<file path="src/rtl/datapath_sequencer_pkg.sv">
// Shared definitions for the datapath sequencer: instruction layout, kind codes,
// buffer-control codes, FSM states and the ALU opcodes used by the datapath.
package datapath_sequencer_pkg;

    localparam int unsigned INSTR_W = 20;
    localparam int unsigned REG_W   = 4;
    localparam int unsigned OP_W    = 4;
    localparam int unsigned BUFF_W  = 4;
    localparam int unsigned DATA_W  = 16;
    localparam int unsigned IMM_W   = 14;
    localparam int unsigned CNT_W   = 4;

    localparam logic [OP_W-1:0] ALU_AND = 4'h0;
    localparam logic [OP_W-1:0] ALU_OR  = 4'h1;
    localparam logic [OP_W-1:0] ALU_ADD = 4'h2;
    localparam logic [OP_W-1:0] ALU_SUB = 4'h3;
    localparam logic [OP_W-1:0] ALU_XOR = 4'h4;

    localparam logic [BUFF_W-1:0] BUFF_IDLE = 4'b0000;
    localparam logic [BUFF_W-1:0] BUFF_IMM  = 4'b0001;
    localparam logic [BUFF_W-1:0] BUFF_ALU  = 4'b1110;

    typedef enum logic [1:0] {
        KIND_NOP  = 2'b00,
        KIND_ALU  = 2'b01,
        KIND_MOVI = 2'b10,
        KIND_HALT = 2'b11
    } kind_e;

    typedef enum logic [2:0] {
        ST_IDLE   = 3'd0,
        ST_READ   = 3'd1,
        ST_EXEC   = 3'd2,
        ST_WRITE  = 3'd3,
        ST_HALTED = 3'd4
    } state_e;

    // Micro-instruction layout, MSB first: [19:18] kind ... [1:0] rsvd
    typedef struct packed {
        kind_e             kind;
        logic [REG_W-1:0]  rd;
        logic [REG_W-1:0]  rs;
        logic [REG_W-1:0]  rt;
        logic [OP_W-1:0]   alu_op;
        logic [1:0]        rsvd;
    } instr_t;

endpackage

</file>
<file path="src/rtl/dp_instr_decode.sv">
// Combinational field extraction and reserved-bit check for one micro-instruction.
module dp_instr_decode
    import datapath_sequencer_pkg::*;
(
    input  logic [INSTR_W-1:0] instr,
    output kind_e              kind_c,
    output logic [REG_W-1:0]   rd_c,
    output logic [REG_W-1:0]   rs_c,
    output logic [REG_W-1:0]   rt_c,
    output logic [OP_W-1:0]    alu_op_c,
    output logic [DATA_W-1:0]  imm_c,
    output logic               illegal_c
);

    instr_t fields;

    assign fields   = instr_t'(instr);
    assign kind_c   = fields.kind;
    assign rd_c     = fields.rd;
    assign rs_c     = fields.rs;
    assign rt_c     = fields.rt;
    assign alu_op_c = fields.alu_op;
    assign imm_c    = DATA_W'(instr[IMM_W-1:0]);

    // MOVI's immediate spans the rsvd bits, so only the other kinds are checked
    assign illegal_c = (fields.kind != KIND_MOVI) && (fields.rsvd != 2'b00);

endmodule

</file>
<file path="src/rtl/datapath_sequencer.sv">
// Micro-instruction sequencer: accepts one instruction per handshake and issues
// registered regfile selects, ALU opcode, buffer control and immediate to the datapath.
module datapath_sequencer
    import datapath_sequencer_pkg::*;
#(
    parameter int unsigned EXEC_CYCLES = 1,
    parameter int unsigned RETIRE_W    = 16
) (
    input  logic                clk,
    input  logic                reset,
    input  logic [INSTR_W-1:0]  instr,
    input  logic                instr_valid,
    output logic                instr_ready,
    input  logic                resume,
    output logic [DATA_W-1:0]   initialR,
    output logic [REG_W-1:0]    regWrite,
    output logic [REG_W-1:0]    regRead1,
    output logic [REG_W-1:0]    regRead2,
    output logic [OP_W-1:0]     ALUOp,
    output logic [BUFF_W-1:0]   buffCtrl,
    output logic                regWriteEn,
    output logic                halted,
    output logic                illegal,
    output logic [RETIRE_W-1:0] retired
);

    kind_e              dec_kind;
    logic [REG_W-1:0]   dec_rd;
    logic [REG_W-1:0]   dec_rs;
    logic [REG_W-1:0]   dec_rt;
    logic [OP_W-1:0]    dec_alu_op;
    logic [DATA_W-1:0]  dec_imm;
    logic               dec_illegal;

    dp_instr_decode u_decode (
        .instr     (instr),
        .kind_c    (dec_kind),
        .rd_c      (dec_rd),
        .rs_c      (dec_rs),
        .rt_c      (dec_rt),
        .alu_op_c  (dec_alu_op),
        .imm_c     (dec_imm),
        .illegal_c (dec_illegal)
    );

    state_e              state, state_n;
    logic [CNT_W-1:0]    cnt, cnt_n;
    logic [REG_W-1:0]    rd_q, rd_n;
    logic [DATA_W-1:0]   initialR_n;
    logic [REG_W-1:0]    regWrite_n, regRead1_n, regRead2_n;
    logic [OP_W-1:0]     ALUOp_n;
    logic [BUFF_W-1:0]   buffCtrl_n;
    logic                regWriteEn_n, halted_n, illegal_n, instr_ready_n;
    logic [RETIRE_W-1:0] retired_n;
    logic                accept_c;

    assign accept_c = instr_valid && instr_ready;

    // Next state plus next value of every registered output
    always_comb begin
        state_n      = state;
        cnt_n        = cnt;
        rd_n         = rd_q;
        initialR_n   = initialR;
        regWrite_n   = regWrite;
        regRead1_n   = regRead1;
        regRead2_n   = regRead2;
        ALUOp_n      = ALUOp;
        buffCtrl_n   = BUFF_IDLE;
        regWriteEn_n = 1'b0;
        illegal_n    = 1'b0;
        retired_n    = retired;

        unique case (state)
            ST_IDLE: begin
                if (accept_c) begin
                    if (dec_illegal) begin
                        illegal_n = 1'b1;
                    end else begin
                        unique case (dec_kind)
                            KIND_NOP: retired_n = retired + RETIRE_W'(1);
                            KIND_ALU: begin
                                state_n    = ST_READ;
                                rd_n       = dec_rd;
                                regRead1_n = dec_rs;
                                regRead2_n = dec_rt;
                                ALUOp_n    = dec_alu_op;
                                buffCtrl_n = BUFF_ALU;
                            end
                            KIND_MOVI: begin
                                state_n      = ST_WRITE;
                                regWrite_n   = dec_rd;
                                initialR_n   = dec_imm;
                                ALUOp_n      = ALU_AND;
                                buffCtrl_n   = BUFF_IMM;
                                regWriteEn_n = 1'b1;
                            end
                            KIND_HALT: begin
                                state_n   = ST_HALTED;
                                retired_n = retired + RETIRE_W'(1);
                            end
                        endcase
                    end
                end
            end
            ST_READ: begin
                state_n    = ST_EXEC;
                cnt_n      = CNT_W'(EXEC_CYCLES - 1);
                buffCtrl_n = BUFF_ALU;
            end
            ST_EXEC: begin
                buffCtrl_n = BUFF_ALU;
                if (cnt == '0) begin
                    state_n      = ST_WRITE;
                    regWrite_n   = rd_q;
                    regWriteEn_n = 1'b1;
                end else begin
                    cnt_n = cnt - CNT_W'(1);
                end
            end
            ST_WRITE: begin
                state_n   = ST_IDLE;
                retired_n = retired + RETIRE_W'(1);
            end
            ST_HALTED: begin
                if (resume) begin
                    state_n = ST_IDLE;
                end
            end
            default: state_n = ST_IDLE;
        endcase

        instr_ready_n = (state_n == ST_IDLE);
        halted_n      = (state_n == ST_HALTED);
    end

    // State, counters and output registers; reset aborts any in-flight instruction
    always_ff @(posedge clk) begin
        if (!reset) begin
            state       <= ST_IDLE;
            cnt         <= '0;
            rd_q        <= '0;
            instr_ready <= 1'b0;
            initialR    <= '0;
            regWrite    <= '0;
            regRead1    <= '0;
            regRead2    <= '0;
            ALUOp       <= '0;
            buffCtrl    <= '0;
            regWriteEn  <= 1'b0;
            halted      <= 1'b0;
            illegal     <= 1'b0;
            retired     <= '0;
        end else begin
            state       <= state_n;
            cnt         <= cnt_n;
            rd_q        <= rd_n;
            instr_ready <= instr_ready_n;
            initialR    <= initialR_n;
            regWrite    <= regWrite_n;
            regRead1    <= regRead1_n;
            regRead2    <= regRead2_n;
            ALUOp       <= ALUOp_n;
            buffCtrl    <= buffCtrl_n;
            regWriteEn  <= regWriteEn_n;
            halted      <= halted_n;
            illegal     <= illegal_n;
            retired     <= retired_n;
        end
    end

endmodule
</file>
<file path="config.mk">
export PLATFORM = sky130hd
export DESIGN_NAME = datapath_sequencer
export DESIGN_NICKNAME = d
export VERILOG_FILES = /design/src/rtl/datapath_sequencer_pkg.sv /design/src/rtl/dp_instr_decode.sv /design/src/rtl/datapath_sequencer.sv
export SDC_FILE = /design/constraint.sdc
export NUM_CORES = 1
export LEC_CHECK = 0
export BUFFER_PORTS_ARGS = -buffer_cell sky130_fd_sc_hd__buf_2
export CORE_ASPECT_RATIO = 1.75
export CORE_MARGIN = 8
export CORE_UTILIZATION = 47
export DETAILED_ROUTE_END_ITERATION = 10
export GPL_ROUTABILITY_DRIVEN = 0
export GPL_TIMING_DRIVEN = 0
export PLACE_DENSITY = 0.76
export SLEW_MARGIN = 5
export SYNTH_ARGS = -nofsm -noshare
export SYNTH_HDL_FRONTEND = slang
export SYNTH_SLANG_ARGS = --single-unit
</file>
<file path="constraint.sdc">
create_clock -name clk -period 1.4 [get_ports clk]
set_input_delay 0.07 -clock clk [delete_from_list [all_inputs] [get_ports clk]]
set_output_delay 0.07 -clock clk [all_outputs]
set_load 0.02 [all_outputs]
</file>
==> flow_summary.toml, run 1 <==
[drt]
avgRoutedWirePerCell_um = 18.9
drt_pass1_iterations = 4
drt_wl_total_um = 10300
antenna_left = 0
dr_total_vias = 3116
drc = 0
via_per_inst = 5.71
drtIter0Drc = 205

[sta]
fmax_ghz = 0.593
whs_ns = 0.0118
setup_slack_ns = -0.286
slew_headroom_pct = 52.4
period_needed_ns = 1.69
setup_viol = 46
hold_violations = 0
worst_slew_pin_slew_ns = 0.714
drv_slew = 0
fin_skew_ns = 0.00831
rsz0062_at_grt = "true"
finalCritPeriodShare_pct = 120

[worst_setup_path]
critPathCaptureType = "register"
crit_path_start_kind = "register"
arrival_ns = 1.95
rr_worst_depth = 4
path_class = "register to register"
required_ns = 1.67
crit_fanout = 4

[final_layout]
insertedDiodeCount = 0
nNetsFinal = 493
drive_above_1_share_pct = 51.1
multi_input_area_mm2 = 0.00195
fillers = 416
fin_area_mm2 = 0.00461
syn2layout_area_growth_pct = 58.3
seq_area_mm2 = 0.00130

[global_routing]
antenna_found_initial = 0
grt.total_usage_pct = 19.8
grt_pass1_wl_um = 13800
grt_pass1_vias = 2938
grt_max_degree = 11
overflow = 0

[floorplanning]
rows = 38
fp.dieW_um = 75.5
start_util_pct = 47.8
core_area_mm2 = 0.00609
die_area_mm2 = 0.00907
fp.dieH_um = 120
pin_count = 80

[run]
maxCapViolations = 0

[clock_network]
clkLatencyLatePin_ns = 0.36
clk_pin_slew_ns = 0.07
cts_buffers = 9
clock_sinks = 63
cts_max_level = 3
cts_buffer_depth = 2
cts-root-buf = "clkbuf_8"
cts_tree = "built"

[run_status]
status = "finished with violations"
failed_checks = "setup timing"

[logic_synthesis]
synthArstFlopShare_pct = 0
avgSynthCellArea_um2 = 8.93
ys_ff_latch = 63
ys_warn_count = 0
syn_area_mm2 = 0.00291
synth_cells = 326
yosysSeqAreaShare_pct = 43.3
synth_ff_type = "dfxtp_1"
synth_edf_count = 0
ys_types = 49

[placement]
dp_hpwl_um = 5960
pre_cts_ws_ns = -0.577
place_area_mm2 = 0.00345
io_buffers = 77

[power_and_ir_drop]
peakVddDrop_mv = 1.13
p_leak_nw = 1.94
power.density_mw_per_mm2 = 900

[min_path]
hold_class = "primary input to register"
min_path_cells = 3
## placed cells by master, fill, tap and decap left out, drive strengths merged, types with 6 or more instances in the layout
cell type	count
mux2i	22
a21oi	37
clkbuf	21
or4	8
nand2b	6
nand3	6
inv	8
dlygate4sd3	15
o31ai	9
buf	123
o21ai	6
dfxtp	63
ha	8
nand2	48
nor2	20
nand4	7
## metal layers
metal	share of wire, %	GRT usage [%]	vias up
li1	-	-	1437
met1	34	20.2	1510
met4	3.8	11.3	0
met3	6.6	6.10	33
met5	0	0	-
met2	56	33.9	136
## flip-flops by register name, indices dropped and copies added (netlist names)
signal       count
halted           1
state            3
ALUOp            4
instr_ready      1
regRead1         4
cnt              4
regWrite         4
retired         16
illegal          1
initialR        14
rd_q             4
regRead2         4
buffCtrl         2
regWriteEn       1
## repair_timing
action / 4_1_cts / 5_1_grt
gates resized for setup: 34 / 106
endpoints found under the setup margin: 56 / 52
pin swaps: 10 / 61
hold buffers: 15 / 0
setup buffers: 10 / 18
hold endpoints to repair: 23 / 0
cloned: 1 / 5
## kinds of logic (layout without fill, tap and decap cells)
logic type	Yosys count	after routing	share of synthesized area [%]
other	1	2	0.129
adders and majority gates	8	8	3.44
muxes	22	22	7.56
DFF	63	63	43.3
and+or+nand+nor	126	127	23.0
AOI/OAI and AO/OA	71	72	15.9
buffers and inverters	34	171	6.36
xor gates and xnor gates	1	1	0.301
## power by group
part / leakage, nW / total, W / internal (W) / switching [W]
logic: 1.34 / 0.000825 / 0.000377 / 0.000448
clock network: 0.0894 / 0.00145 / 0.000734 / 0.000716
registers: 0.519 / 0.00187 / 0.00183 / 0.0000428
## synth_stat cells (2+ instances only)
library cell	n	area, um^2
o21ai_1	2	10.0
or3b_1	4	35.0
nor2b_1	2	12.5
o21ai_0	4	20.0
dfxtp_1	63	1260
nand2b_1	6	37.5
and4_1	3	26.3
nor4_1	4	25.0
nor2_1	20	75.1
nor3_1	4	20.0
nor3b_1	2	15.0
o21a_1	2	15.0
o31ai_1	9	67.6
buf_4	8	60.1
nand2_1	48	180
mux2i_1	22	220
clkbuf_1	10	37.5
or3_1	5	31.3
or4_1	8	60.1
a21oi_1	37	185
nand4_1	6	37.5
a311oi_1	5	43.8
buf_2	4	20.0
buf_6	3	33.8
ha_1	8	100
nand3_1	6	30.0
a22oi_1	2	15.0
inv_1	8	30.0
## worst paths after layout
check / slack (ns) / endpoint / start
setup / recovery: -0.29 / retired[6] / state[0]
hold / removal: 0.01 / rd_q[3] / instr[17]
setup reg to reg: -0.29 / retired[6] / state[0]
hold reg to reg: 0.46 / ALUOp[3] / ALUOp[3]
## area by class of cell
| class | count | area share [%] |
|---|---|---|
| Multi-Input combinational cell | 232 | 42.4 |
| Inverter | 9 | 0.733 |
| Buffer | 22 | 4.40 |
| Timing Repair Buffer | 124 | 18.3 |
| Tap cell | 80 | 2.17 |
| Sequential cell | 63 | 28.2 |
| Clock inverter | 3 | 0.380 |
| Clock buffer | 13 | 3.45 |
## through the flow
stage | instances | power (W) | utilization (%) | TNS [ns]
2_1_floorplan | 327 | 0.00225 | - | -2.33
3_3_place_gp | 484 | 0.00240 | 56.8 | -15.36
3_5_place_dp | 484 | 0.00241 | 56.8 | -18.52
4_1_cts | 524 | 0.00394 | 65.5 | -2.68
5_1_grt | 546 | 0.00429 | 75.7 | -8.25
6_report | 546 | 0.00415 | 75.7 | -5.26
## worst max-delay path, stage by stage, from the launching register on
cell	delay, ns
dfxtp_4	0.37
nor3_4	0.30
a32oi_2	0.20
or4_1	0.55
a21oi_1	0.18
Note: power is estimated with default switching activity, not from simulation.
==> run 2: changes to the inputs <==
--- a/config.mk
+++ b/config.mk
@@ -6,14 +6,16 @@
 export NUM_CORES = 1
 export LEC_CHECK = 0
 export BUFFER_PORTS_ARGS = -buffer_cell sky130_fd_sc_hd__buf_2
-export CORE_ASPECT_RATIO = 1.75
+export CORE_ASPECT_RATIO = 0.8
 export CORE_MARGIN = 8
-export CORE_UTILIZATION = 47
+export CORE_UTILIZATION = 48
 export DETAILED_ROUTE_END_ITERATION = 10
 export GPL_ROUTABILITY_DRIVEN = 0
 export GPL_TIMING_DRIVEN = 0
+export HOLD_SLACK_MARGIN = 0.08
 export PLACE_DENSITY = 0.76
 export SLEW_MARGIN = 5
 export SYNTH_ARGS = -nofsm -noshare
 export SYNTH_HDL_FRONTEND = slang
+export SYNTH_HIERARCHICAL = 1
 export SYNTH_SLANG_ARGS = --single-unit
==> flow_summary.toml, run 2 <==
[global_routing]
grt_max_degree = 12
grt_pass1_vias = 3174
grt.total_usage_pct = 19.7
overflow = 0
antenna_found_initial = 0
grt_pass1_wl_um = 14800

[final_layout]
syn2layout_area_growth_pct = 55.5
reg.largest.list = "initialR (16), retired (16)"
drive_above_1_share_pct = 52.4
fillers = 402
fin_area_mm2 = 0.00483
fin_util_pct = 76.2
layout_common_cells = "65 x buf_4, 63 x buf_2, 49 x dfxtp_1"
final_common_cell = "buf_4"
nNetsFinal = 527
finalNonFillerCells = 584
insertedDiodeCount = 0

[logic_synthesis]
yosysSeqAreaShare_pct = 41.9
synth_top_area_cell = "dfxtp_1"
yosysMostFrequentCell = "dfxtp_1"
synth_edf_count = 0
syn_area_mm2 = 0.00311
synth_ff_type = "dfxtp_1"
synth_common_cells = "65 x dfxtp_1, 55 x nand2_1, 46 x a21oi_1, 38 x buf_4, 17 x nor2_1"
avgSynthCellArea_um2 = 8.47
synth_area_leaders = "dfxtp_1 42%, buf_4 9.2%, a21oi_1 7.4%, nand2_1 6.6%, mux2i_1 3.9%"
ys_types = 48
ys_warn_count = 6
synth.top_cell.area_share_pct = 41.9
ys_ff_latch = 65
synth_cells = 367
synthArstFlopShare_pct = 0

[placement]
place_area_mm2 = 0.00362
dp.cells = 515
dp_hpwl_um = 5930
io_buffers = 63

[clock_network]
cts_tree = "built"
clk_pin_slew_ns = 0.07
cts_buffer_depth = 2
clkLatencyLatePin_ns = 0.35
cts_buffers = 9
cts-root-buf = "clkbuf_8"
cts_max_level = 3
clock_sinks = 65

[drt]
drc = 0
drtIter0Drc = 297
drt_pass1_iterations = 4
avgRoutedWirePerCell_um = 17.5
dr_total_vias = 3197
via_per_inst = 5.47
antenna_left = 0
drt_wl_total_um = 10200

[run]
maxCapViolations = 0

[floorplanning]
start_util_pct = 49.0
rows = 26
core_area_mm2 = 0.00634
pin_count = 80
fp.dieH_um = 88.0
die_area_mm2 = 0.00933
fp.dieW_um = 106

[sta]
slew_headroom_pct = 52.0
fmax_ghz = 0.612
fin_skew_ns = 0.00759
hold_violations = 0
worst_slew_pin_slew_ns = 0.720
fin_tns_setup_ns = -8.64
drv_slew = 0
finalCritPeriodShare_pct = 117
period_needed_ns = 1.63
setup_viol = 61
rsz0062_at_grt = "true"
setup_slack_ns = -0.234

[min_path]
hold_end = "state[2]"
hold_class = "primary input to register"
min_path_cells = 4
min_from = "resume"

[worst_setup_path]
path_class = "register to register"
r2r-start = "state[0]"
crit_path_start_kind = "register"
regToRegSetupSlack_ns = -0.23
arrival_ns = 1.91
r2r-end = "retired[12]"
crit_fanout = 6
critPathCaptureType = "register"
rr_worst_depth = 5
required_ns = 1.68

[power_and_ir_drop]
power.density_mw_per_mm2 = 1020
peakVddDrop_mv = 0.788
p_leak_nw = 2.05

[run_status]
status = "finished with violations"
failed_checks = "setup timing"
run 2: cell count changes in the layout (fill, tap and decap cells not counted), moves of 9 or more:
cell,delta
mux2i_1,-10
a21oi_1,+9
buf_4,+38
buf_2,-16
nand2_1,+12
run 2: per-layer routing:
metal / global-route usage [%] / part of all wire [%]
met5: 0 / 0
met2: 34.0 / 49
met1: 21.3 / 40
met3: 7.94 / 8.1
met4: 7.52 / 2.7
run 2: cell type report:
type | instances | area (um^2) | share of cell area [%]
clock inverters | 7 | 133 | 2.74
flip-flops and latches | 65 | 1340 | 27.8
inverters | 8 | 33.8 | 0.699
plain buffers | 53 | 415 | 8.59
well taps | 84 | 105 | 2.17
repair inverters | 1 | 7.51 | 0.155
multi-input cells | 237 | 1830 | 37.8
repair buffers | 120 | 848 | 17.6
clock buffers | 9 | 124 | 2.56
run 2: power breakdown:
group | total (W) | internal (W) | switching (W)
Combinational | 0.000877 | 0.000432 | 0.000445
Clock | 0.00208 | 0.00135 | 0.000732
Sequential | 0.00195 | 0.00189 | 0.0000564
Total | 0.00491 | 0.00367 | 0.00123
run 2: worst max-delay path, stage by stage (launching register included):
cell     delay [ns]
dfxtp_4        0.37
nor3_4         0.25
a31oi_4        0.16
buf_6          0.17
or4_4          0.47
a21oi_2        0.14
run 2: worst max-delay path by stage:
stage | start | endpoint | slack (ns)
global placement | instr[1] | initialR[14] | -0.44
global route | state[0] | ALUOp[1] | -0.28
finish | state[0] | retired[12] | -0.23
CTS | state[1] | retired[10] | -0.24
floorplan | instr_ready | retired[1] | -0.09
detailed placement | instr[1] | initialR[14] | -0.50
run 2: per-stage QoR:
step	worst slack, ns	total power [W]	hold WS [ns]
6_report	-0.234	0.00491	0.0886
5_1_grt	-0.279	0.00506	0.0940
4_1_cts	-0.235	0.00476	0.0847
3_5_place_dp	-0.498	0.00253	0.325
3_3_place_gp	-0.437	0.00252	0.315
2_1_floorplan	-0.0945	0.00239	0.201
run 2: timing repair:
item | in CTS | in global routing
buffers inserted | 19 | 17
hold buffers | 19 | 0
hold endpoints to repair | 26 | 0
pin swaps | 33 | 35
resized for setup | 62 | 74
setup endpoints to repair | 60 | 64
cloned | 3 | 1
run 2: logic make-up (layout without fill, tap and decap cells):
family / after synthesis / in the layout / synth area share, %
other: 1 / 2 / 0.121
XOR/XNOR: 4 / 4 / 1.13
multiplexers: 12 / 12 / 3.86
AND/OR/NAND/NOR: 139 / 139 / 23.7
adder cells (fa/ha/maj): 8 / 8 / 3.22
AO/OA/AOI/OAI: 72 / 72 / 13.3
flip-flops: 65 / 65 / 41.9
buffers and inverters: 66 / 198 / 12.9
